--- src/rtl/riscv_multicycle_controller_if.sv ---
// Control bundle between the multi-cycle controller and the RV32I datapath.
// master = controller (consumes instruction fields, drives selects/enables), slave = datapath.
interface riscv_multicycle_controller_if #(
    parameter int STATE_W = 4
);
    logic [6:0]         op;
    logic [2:0]         funct3;
    logic               funct7b5;
    logic               Zero;

    logic               PCWrite;
    logic               AdrSrc;
    logic               MemWrite;
    logic               IRWrite;
    logic [1:0]         ResultSrc;
    logic [1:0]         ALUSrcA;
    logic [1:0]         ALUSrcB;
    logic [1:0]         ImmSrc;
    logic               RegWrite;
    logic [2:0]         ALUControl;
    logic               IllegalInstr;
    logic [STATE_W-1:0] StateOut;

    modport master (
        input  op, funct3, funct7b5, Zero,
        output PCWrite, AdrSrc, MemWrite, IRWrite, ResultSrc, ALUSrcA, ALUSrcB,
               ImmSrc, RegWrite, ALUControl, IllegalInstr, StateOut
    );

    modport slave (
        output op, funct3, funct7b5, Zero,
        input  PCWrite, AdrSrc, MemWrite, IRWrite, ResultSrc, ALUSrcA, ALUSrcB,
               ImmSrc, RegWrite, ALUControl, IllegalInstr, StateOut
    );
endinterface

--- src/rtl/riscv_multicycle_controller.sv ---
// Moore control FSM for the multi-cycle RV32I datapath (lw/sw/R/I/beq/jal).
// Latency: outputs follow the current state; no backpressure, one step per clock.
module riscv_multicycle_controller #(
    parameter int STATE_W = 4
) (
    input  logic                          clk,
    input  logic                          reset,
    riscv_multicycle_controller_if.master bus
);
    localparam logic [STATE_W-1:0] S_FETCH    = STATE_W'(0);
    localparam logic [STATE_W-1:0] S_DECODE   = STATE_W'(1);
    localparam logic [STATE_W-1:0] S_MEMADR   = STATE_W'(2);
    localparam logic [STATE_W-1:0] S_MEMREAD  = STATE_W'(3);
    localparam logic [STATE_W-1:0] S_MEMWB    = STATE_W'(4);
    localparam logic [STATE_W-1:0] S_MEMWRITE = STATE_W'(5);
    localparam logic [STATE_W-1:0] S_EXECUTER = STATE_W'(6);
    localparam logic [STATE_W-1:0] S_EXECUTEI = STATE_W'(7);
    localparam logic [STATE_W-1:0] S_ALUWB    = STATE_W'(8);
    localparam logic [STATE_W-1:0] S_BEQ      = STATE_W'(9);
    localparam logic [STATE_W-1:0] S_JAL      = STATE_W'(10);

    localparam logic [6:0] OP_LW   = 7'b0000011;
    localparam logic [6:0] OP_SW   = 7'b0100011;
    localparam logic [6:0] OP_R    = 7'b0110011;
    localparam logic [6:0] OP_I    = 7'b0010011;
    localparam logic [6:0] OP_BEQ  = 7'b1100011;
    localparam logic [6:0] OP_JAL  = 7'b1101111;

    logic [STATE_W-1:0] state;
    logic [STATE_W-1:0] state_nxt;
    logic               op_legal;

    logic       pc_write_raw;
    logic       adr_src;
    logic       mem_write_raw;
    logic       ir_write_raw;
    logic [1:0] result_src;
    logic [1:0] alu_src_a;
    logic [1:0] alu_src_b;
    logic [1:0] alu_op;
    logic       reg_write_raw;
    logic       illegal_raw;
    logic [1:0] imm_src;
    logic [2:0] alu_control;

    assign op_legal = (bus.op == OP_LW) || (bus.op == OP_SW) || (bus.op == OP_R) ||
                      (bus.op == OP_I)  || (bus.op == OP_BEQ) || (bus.op == OP_JAL);

    always_ff @(posedge clk) begin
        if (reset) begin
            state <= S_FETCH;
        end else begin
            state <= state_nxt;
        end
    end

    always_comb begin
        state_nxt = S_FETCH;
        case (state)
            S_FETCH: state_nxt = S_DECODE;
            S_DECODE: begin
                case (bus.op)
                    OP_LW, OP_SW: state_nxt = S_MEMADR;
                    OP_R:         state_nxt = S_EXECUTER;
                    OP_I:         state_nxt = S_EXECUTEI;
                    OP_BEQ:       state_nxt = S_BEQ;
                    OP_JAL:       state_nxt = S_JAL;
                    default:      state_nxt = S_FETCH;
                endcase
            end
            S_MEMADR:   state_nxt = (bus.op == OP_SW) ? S_MEMWRITE : S_MEMREAD;
            S_MEMREAD:  state_nxt = S_MEMWB;
            S_EXECUTER: state_nxt = S_ALUWB;
            S_EXECUTEI: state_nxt = S_ALUWB;
            S_JAL:      state_nxt = S_ALUWB;
            default:    state_nxt = S_FETCH;
        endcase
    end

    always_comb begin
        pc_write_raw  = 1'b0;
        adr_src       = 1'b0;
        mem_write_raw = 1'b0;
        ir_write_raw  = 1'b0;
        result_src    = 2'b00;
        alu_src_a     = 2'b00;
        alu_src_b     = 2'b00;
        alu_op        = 2'b00;
        reg_write_raw = 1'b0;
        illegal_raw   = 1'b0;
        case (state)
            S_FETCH: begin
                ir_write_raw = 1'b1;
                alu_src_b    = 2'b10;
                result_src   = 2'b10;
                pc_write_raw = 1'b1;
            end
            S_DECODE: begin
                // Branch target PC_old + imm is staged in ALUOut here.
                alu_src_a   = 2'b01;
                alu_src_b   = 2'b01;
                illegal_raw = ~op_legal;
            end
            S_MEMADR: begin
                alu_src_a = 2'b10;
                alu_src_b = 2'b01;
            end
            S_MEMREAD: adr_src = 1'b1;
            S_MEMWB: begin
                result_src    = 2'b01;
                reg_write_raw = 1'b1;
            end
            S_MEMWRITE: begin
                adr_src       = 1'b1;
                mem_write_raw = 1'b1;
            end
            S_EXECUTER: begin
                alu_src_a = 2'b10;
                alu_op    = 2'b10;
            end
            S_EXECUTEI: begin
                alu_src_a = 2'b10;
                alu_src_b = 2'b01;
                alu_op    = 2'b10;
            end
            S_ALUWB: reg_write_raw = 1'b1;
            S_BEQ: begin
                alu_src_a    = 2'b10;
                alu_op       = 2'b01;
                pc_write_raw = bus.Zero;
            end
            S_JAL: begin
                alu_src_a    = 2'b01;
                alu_src_b    = 2'b10;
                pc_write_raw = 1'b1;
            end
            default: ;
        endcase
    end

    always_comb begin
        case (bus.op)
            OP_SW:   imm_src = 2'b01;
            OP_BEQ:  imm_src = 2'b10;
            OP_JAL:  imm_src = 2'b11;
            default: imm_src = 2'b00;
        endcase
    end

    always_comb begin
        alu_control = 3'b000;
        case (alu_op)
            2'b01: alu_control = 3'b001;
            2'b10: begin
                case (bus.funct3)
                    // Only R-type (op[5]=1) may subtract; addi ignores Instr[30].
                    3'b000:  alu_control = (bus.op[5] && bus.funct7b5) ? 3'b001 : 3'b000;
                    3'b010:  alu_control = 3'b101;
                    3'b110:  alu_control = 3'b011;
                    3'b111:  alu_control = 3'b010;
                    default: alu_control = 3'b000;
                endcase
            end
            default: alu_control = 3'b000;
        endcase
    end

    assign bus.PCWrite      = pc_write_raw  & ~reset;
    assign bus.IRWrite      = ir_write_raw  & ~reset;
    assign bus.RegWrite     = reg_write_raw & ~reset;
    assign bus.MemWrite     = mem_write_raw & ~reset;
    assign bus.IllegalInstr = illegal_raw   & ~reset;
    assign bus.AdrSrc       = adr_src;
    assign bus.ResultSrc    = result_src;
    assign bus.ALUSrcA      = alu_src_a;
    assign bus.ALUSrcB      = alu_src_b;
    assign bus.ImmSrc       = imm_src;
    assign bus.ALUControl   = alu_control;
    assign bus.StateOut     = state;
endmodule

--- src/flat_wrapper.sv ---
// flat-port wrapper written by rule: the top's interface ports become plain ports
module riscv_multicycle_controller_flat 
#(
    parameter int STATE_W = 4
)
  (clk, reset, bus_op, bus_funct3, bus_funct7b5, bus_Zero, bus_PCWrite, bus_AdrSrc, bus_MemWrite, bus_IRWrite, bus_ResultSrc, bus_ALUSrcA, bus_ALUSrcB, bus_ImmSrc, bus_RegWrite, bus_ALUControl, bus_IllegalInstr, bus_StateOut);
  riscv_multicycle_controller_if #(.STATE_W(STATE_W)) bus_i ();
  input  logic clk;
  input  logic reset;
  input wire logic [$bits(bus_i.op)-1:0] bus_op;
  input wire logic [$bits(bus_i.funct3)-1:0] bus_funct3;
  input wire logic [$bits(bus_i.funct7b5)-1:0] bus_funct7b5;
  input wire logic [$bits(bus_i.Zero)-1:0] bus_Zero;
  output wire logic [$bits(bus_i.PCWrite)-1:0] bus_PCWrite;
  output wire logic [$bits(bus_i.AdrSrc)-1:0] bus_AdrSrc;
  output wire logic [$bits(bus_i.MemWrite)-1:0] bus_MemWrite;
  output wire logic [$bits(bus_i.IRWrite)-1:0] bus_IRWrite;
  output wire logic [$bits(bus_i.ResultSrc)-1:0] bus_ResultSrc;
  output wire logic [$bits(bus_i.ALUSrcA)-1:0] bus_ALUSrcA;
  output wire logic [$bits(bus_i.ALUSrcB)-1:0] bus_ALUSrcB;
  output wire logic [$bits(bus_i.ImmSrc)-1:0] bus_ImmSrc;
  output wire logic [$bits(bus_i.RegWrite)-1:0] bus_RegWrite;
  output wire logic [$bits(bus_i.ALUControl)-1:0] bus_ALUControl;
  output wire logic [$bits(bus_i.IllegalInstr)-1:0] bus_IllegalInstr;
  output wire logic [$bits(bus_i.StateOut)-1:0] bus_StateOut;
  assign bus_i.op = bus_op;
  assign bus_i.funct3 = bus_funct3;
  assign bus_i.funct7b5 = bus_funct7b5;
  assign bus_i.Zero = bus_Zero;
  assign bus_PCWrite = bus_i.PCWrite;
  assign bus_AdrSrc = bus_i.AdrSrc;
  assign bus_MemWrite = bus_i.MemWrite;
  assign bus_IRWrite = bus_i.IRWrite;
  assign bus_ResultSrc = bus_i.ResultSrc;
  assign bus_ALUSrcA = bus_i.ALUSrcA;
  assign bus_ALUSrcB = bus_i.ALUSrcB;
  assign bus_ImmSrc = bus_i.ImmSrc;
  assign bus_RegWrite = bus_i.RegWrite;
  assign bus_ALUControl = bus_i.ALUControl;
  assign bus_IllegalInstr = bus_i.IllegalInstr;
  assign bus_StateOut = bus_i.StateOut;
  riscv_multicycle_controller #(.STATE_W(STATE_W)) u_core (.clk(clk), .reset(reset), .bus(bus_i));
endmodule
--- config.mk ---
export PLATFORM = sky130hd
export DESIGN_NAME = riscv_multicycle_controller_flat
export DESIGN_NICKNAME = d
export VERILOG_FILES = /design/src/rtl/riscv_multicycle_controller_if.sv /design/src/rtl/riscv_multicycle_controller.sv /design/src/flat_wrapper.sv
export SDC_FILE = /design/constraint.sdc
export NUM_CORES = 1
export LEC_CHECK = 0
export ABC_CLOCK_PERIOD_IN_PS = 3900
export CAP_MARGIN = 20
export CORE_AREA = 2 2 39 41
export CTS_CLUSTER_DIAMETER = 50
export DETAILED_ROUTE_END_ITERATION = 12
export DIE_AREA = 0 0 41 43
export DONT_BUFFER_PORTS = 1
export MAX_ROUTING_LAYER = met4
export PLACE_DENSITY = 0.69
export SLEW_MARGIN = 20
export SYNTH_ARGS = -nofsm -noshare
export SYNTH_HDL_FRONTEND = slang
export SYNTH_SLANG_ARGS = --single-unit
--- constraint.sdc ---
create_clock -name clk -period 3.9 [get_ports clk]
set_input_delay 0 -clock clk [delete_from_list [all_inputs] [get_ports clk]]
set_output_delay 0 -clock clk [all_outputs]
set_load 0.05 [all_outputs]
==> run metrics <==
Reg clk slew, reported paths 0.05 ns; hold path startpoint bus_op[6]; hold path depth 3; initial core utilization 40.9%; n_diodes 0; Setup TNS 0 ns; Slew @ Worst Pin 1.02 ns; worst hold margin 0.0170 ns; CP dominant cell by count nor2_1; switching power 60.0 uW; outcome finished, final reports clean; CP Class reg2out; CTS root buffer clkbuf_4; Reg2Reg Setup Slack 2.01 ns; sw frac 39.1%; fin crit period 2.71 ns; Die Y 43 microns; Synth Instances 80; slowest CP cell dfxtp_1; CP max stage delay 0.95 ns; Iter 0 DRT Violations 4; last element of the critical path bus_ALUControl[0]; DRT Pass-1 Iters 4; initial antenna violation count 0; core box area 0.00138 sq mm; crit path max fanout 16; Startpoint Class flop; commonest non-fill, non-tap cell in the layout buf_4; Crit Reg-Reg Startpoint u_core.bus.StateOut[0]$_SDFF_PP0_; commonest non-fill, non-tap cells in the layout buf_4, nor2_1, nand2_1, nor3_1; r2r endpoint u_core.bus.StateOut[0]$_SDFF_PP0_; internal power 93.5 uW; wire per inst 12.8 microns; Post-CTS Setup Inserts 0; CTS H-tree depth 1; die area 0.00176 sq mm; Yosys warnings 0; width of the die 41 microns; required time of the critical path 3.90 ns; global route overflow 0; global-route wire length before repair 2100 microns; # rows 14; PwrDens 221 mW/mm^2; start point of the critical path u_core.bus.StateOut[0]$_SDFF_PP0_; register area share after synthesis 14.2%; largest net degree at the start of global routing 17; Synth Net Count 96; Power Total 153 uW; TritonCTS clock tree built; Relative slew margins 31.7%; clk_lat worst skew 0.24 ns; Post-DP HPWL 1090 microns; Pleak 0.000267 uW; final setup skew 0.0110 ns; period utilization 69.6%; MaxCap Viol Count 0; worst IR drop on VDD 216 uV; Arr. time, crit path 2.71 ns; RePlAce Congestion 0.798; Num CTS Buffers 3; crit-path cells nand2b_1 -> nor2_1 -> ha_1 -> nor2_1; GRT Util Overall 17.2%; CP Capture Type output pin; library cells used by synthesis 33; fin. max-slew vios 0; Vias/cell 5.79; total wire length 1370 microns; number of global-route vias before repair 543; Mapped Avg Cell Area 7.07 sq um; sequential group share of total power 32.4%; Final #Nets 109; synthesized cell area 566 sq um; layout cell share with drive strength beyond 1 24.2%; RSZ-0062 raised after global routing false; Synth Register Bits 4; DR DRC count 0; clock tree buffer depth 2; Logic pwr share 33.1%; Register-to-Register Path Depth 4; Sink Count 4; final setup violation count 0; max reg flops 4; Max Freq 368 MHz; vias post-DR 620; Final Hold Viols 0; worst hold path class in2reg; post-route ant nets 0; input/output buffers 0; I/O pins 35; Area Growth Syn to Fin 22.8%; fill count 152; clock share of power 34.5%
==> synth_stat cells <==
| master | instances | area share [%] |
|---|---|---|
| a2111oi_2 | 1 | 2.7 |
| a211oi_2 | 1 | 2.2 |
| a21oi_1 | 4 | 3.5 |
| a22oi_1 | 1 | 1.3 |
| a31oi_1 | 2 | 2.2 |
| and2_1 | 2 | 2.2 |
| and3_1 | 2 | 2.2 |
| and4bb_1 | 1 | 2.2 |
| buf_2 | 2 | 1.8 |
| buf_4 | 1 | 1.3 |
| clkbuf_1 | 1 | 0.66 |
| dfxtp_1 | 4 | 14 |
| ha_1 | 2 | 4.4 |
| inv_1 | 5 | 3.3 |
| nand2_1 | 7 | 4.6 |
| nand2b_1 | 5 | 5.5 |
| nand3_1 | 3 | 2.7 |
| nor2_1 | 8 | 5.3 |
| nor2b_1 | 2 | 2.2 |
| nor3_1 | 6 | 5.3 |
| nor3_2 | 1 | 1.8 |
| nor3_4 | 1 | 2.9 |
| nor3b_1 | 3 | 4.0 |
| nor4_1 | 2 | 2.2 |
| nor4_2 | 2 | 4.4 |
| nor4b_2 | 1 | 2.7 |
| o211ai_1 | 1 | 1.3 |
| o21ai_0 | 3 | 2.7 |
| o21bai_1 | 1 | 1.3 |
| o22a_1 | 1 | 1.5 |
| or3_1 | 2 | 2.2 |
| xnor2_1 | 1 | 1.5 |
| xor2_1 | 1 | 1.5 |
==> power groups by stage <==
stage | clock (uW) | combinational, uW | sequential [uW]
CTS | 53.6 | 51.3 | 49.6
floorplan | 0 | 42.3 | 47.5
finish | 52.9 | 50.9 | 49.7
global placement | 0 | 48.7 | 50.1
global route | 57.2 | 54.0 | 50.2
detailed placement | 0 | 49.0 | 50.2
==> layer usage <==
layer | track usage [%] | share of wire (%)
met2 | 28.4 | 47
met3 | 7.85 | 11
met4 | 0 | 0
met1 | 19.7 | 41
met5 | - | 0
==> per-stage QoR <==
| step | instances | util (%) | cell area [sq um] | setup WS [ns] |
|---|---|---|---|---|
| 2_1_floorplan | 80 | - | 566 | 0.911 |
| 3_3_place_gp | 102 | 47.1 | 652 | 1.47 |
| 3_5_place_dp | 102 | 47.1 | 652 | 1.43 |
| 4_1_cts | 107 | 50.2 | 694 | 1.18 |
| 5_1_grt | 107 | 50.2 | 694 | 0.999 |
| 6_report | 107 | 50.2 | 694 | 1.19 |
==> cells by family after synthesis <==
logic type               after synthesis  synth area share [%]
AO/OA/AOI/OAI                         15                  18.8
XOR/XNOR                               2                  3.10
adder cells (fa/ha/maj)                2                  4.42
buffers and inverters                  9                  7.08
flip-flops                             4                  14.2
AND/OR/NAND/NOR                       48                  52.4
==> timing repair <==
item	in CTS	in global routing
resized for setup	0	0
setup endpoints to repair	0	0
hold buffers	2	0
hold endpoints to repair	4	0
==> cell type report <==
type                       instances  area [sq um]  area share (%)
timing repair buffer              12          95.1            13.7
clock buffer                       3          22.5            3.24
inverter                           5          18.8            2.70
sequential                         4          80.1            11.5
tap                               16          20.0            2.88
multi-input combinational         67           458            65.9
==> worst min-delay path by stage <==
stage,slack [ns],end
floorplan,0.07,u_core.bus.StateOut[1]$_SDFF_PP0_
global placement,0.08,u_core.bus.StateOut[1]$_SDFF_PP0_
detailed placement,0.08,u_core.bus.StateOut[3]$_SDFF_PP0_
CTS,0.02,u_core.bus.StateOut[2]$_SDFF_PP0_
global route,0.02,u_core.bus.StateOut[2]$_SDFF_PP0_
finish,0.02,u_core.bus.StateOut[2]$_SDFF_PP0_
==> critical path: cells and delay by family, from the launching register on <==
family	cells	cell delay, ns
DFF	1	0.95
and+or+nand+nor	3	1.24
adders and majority gates	1	0.29
No activity file was read; power rests on OpenSTA's default activity.
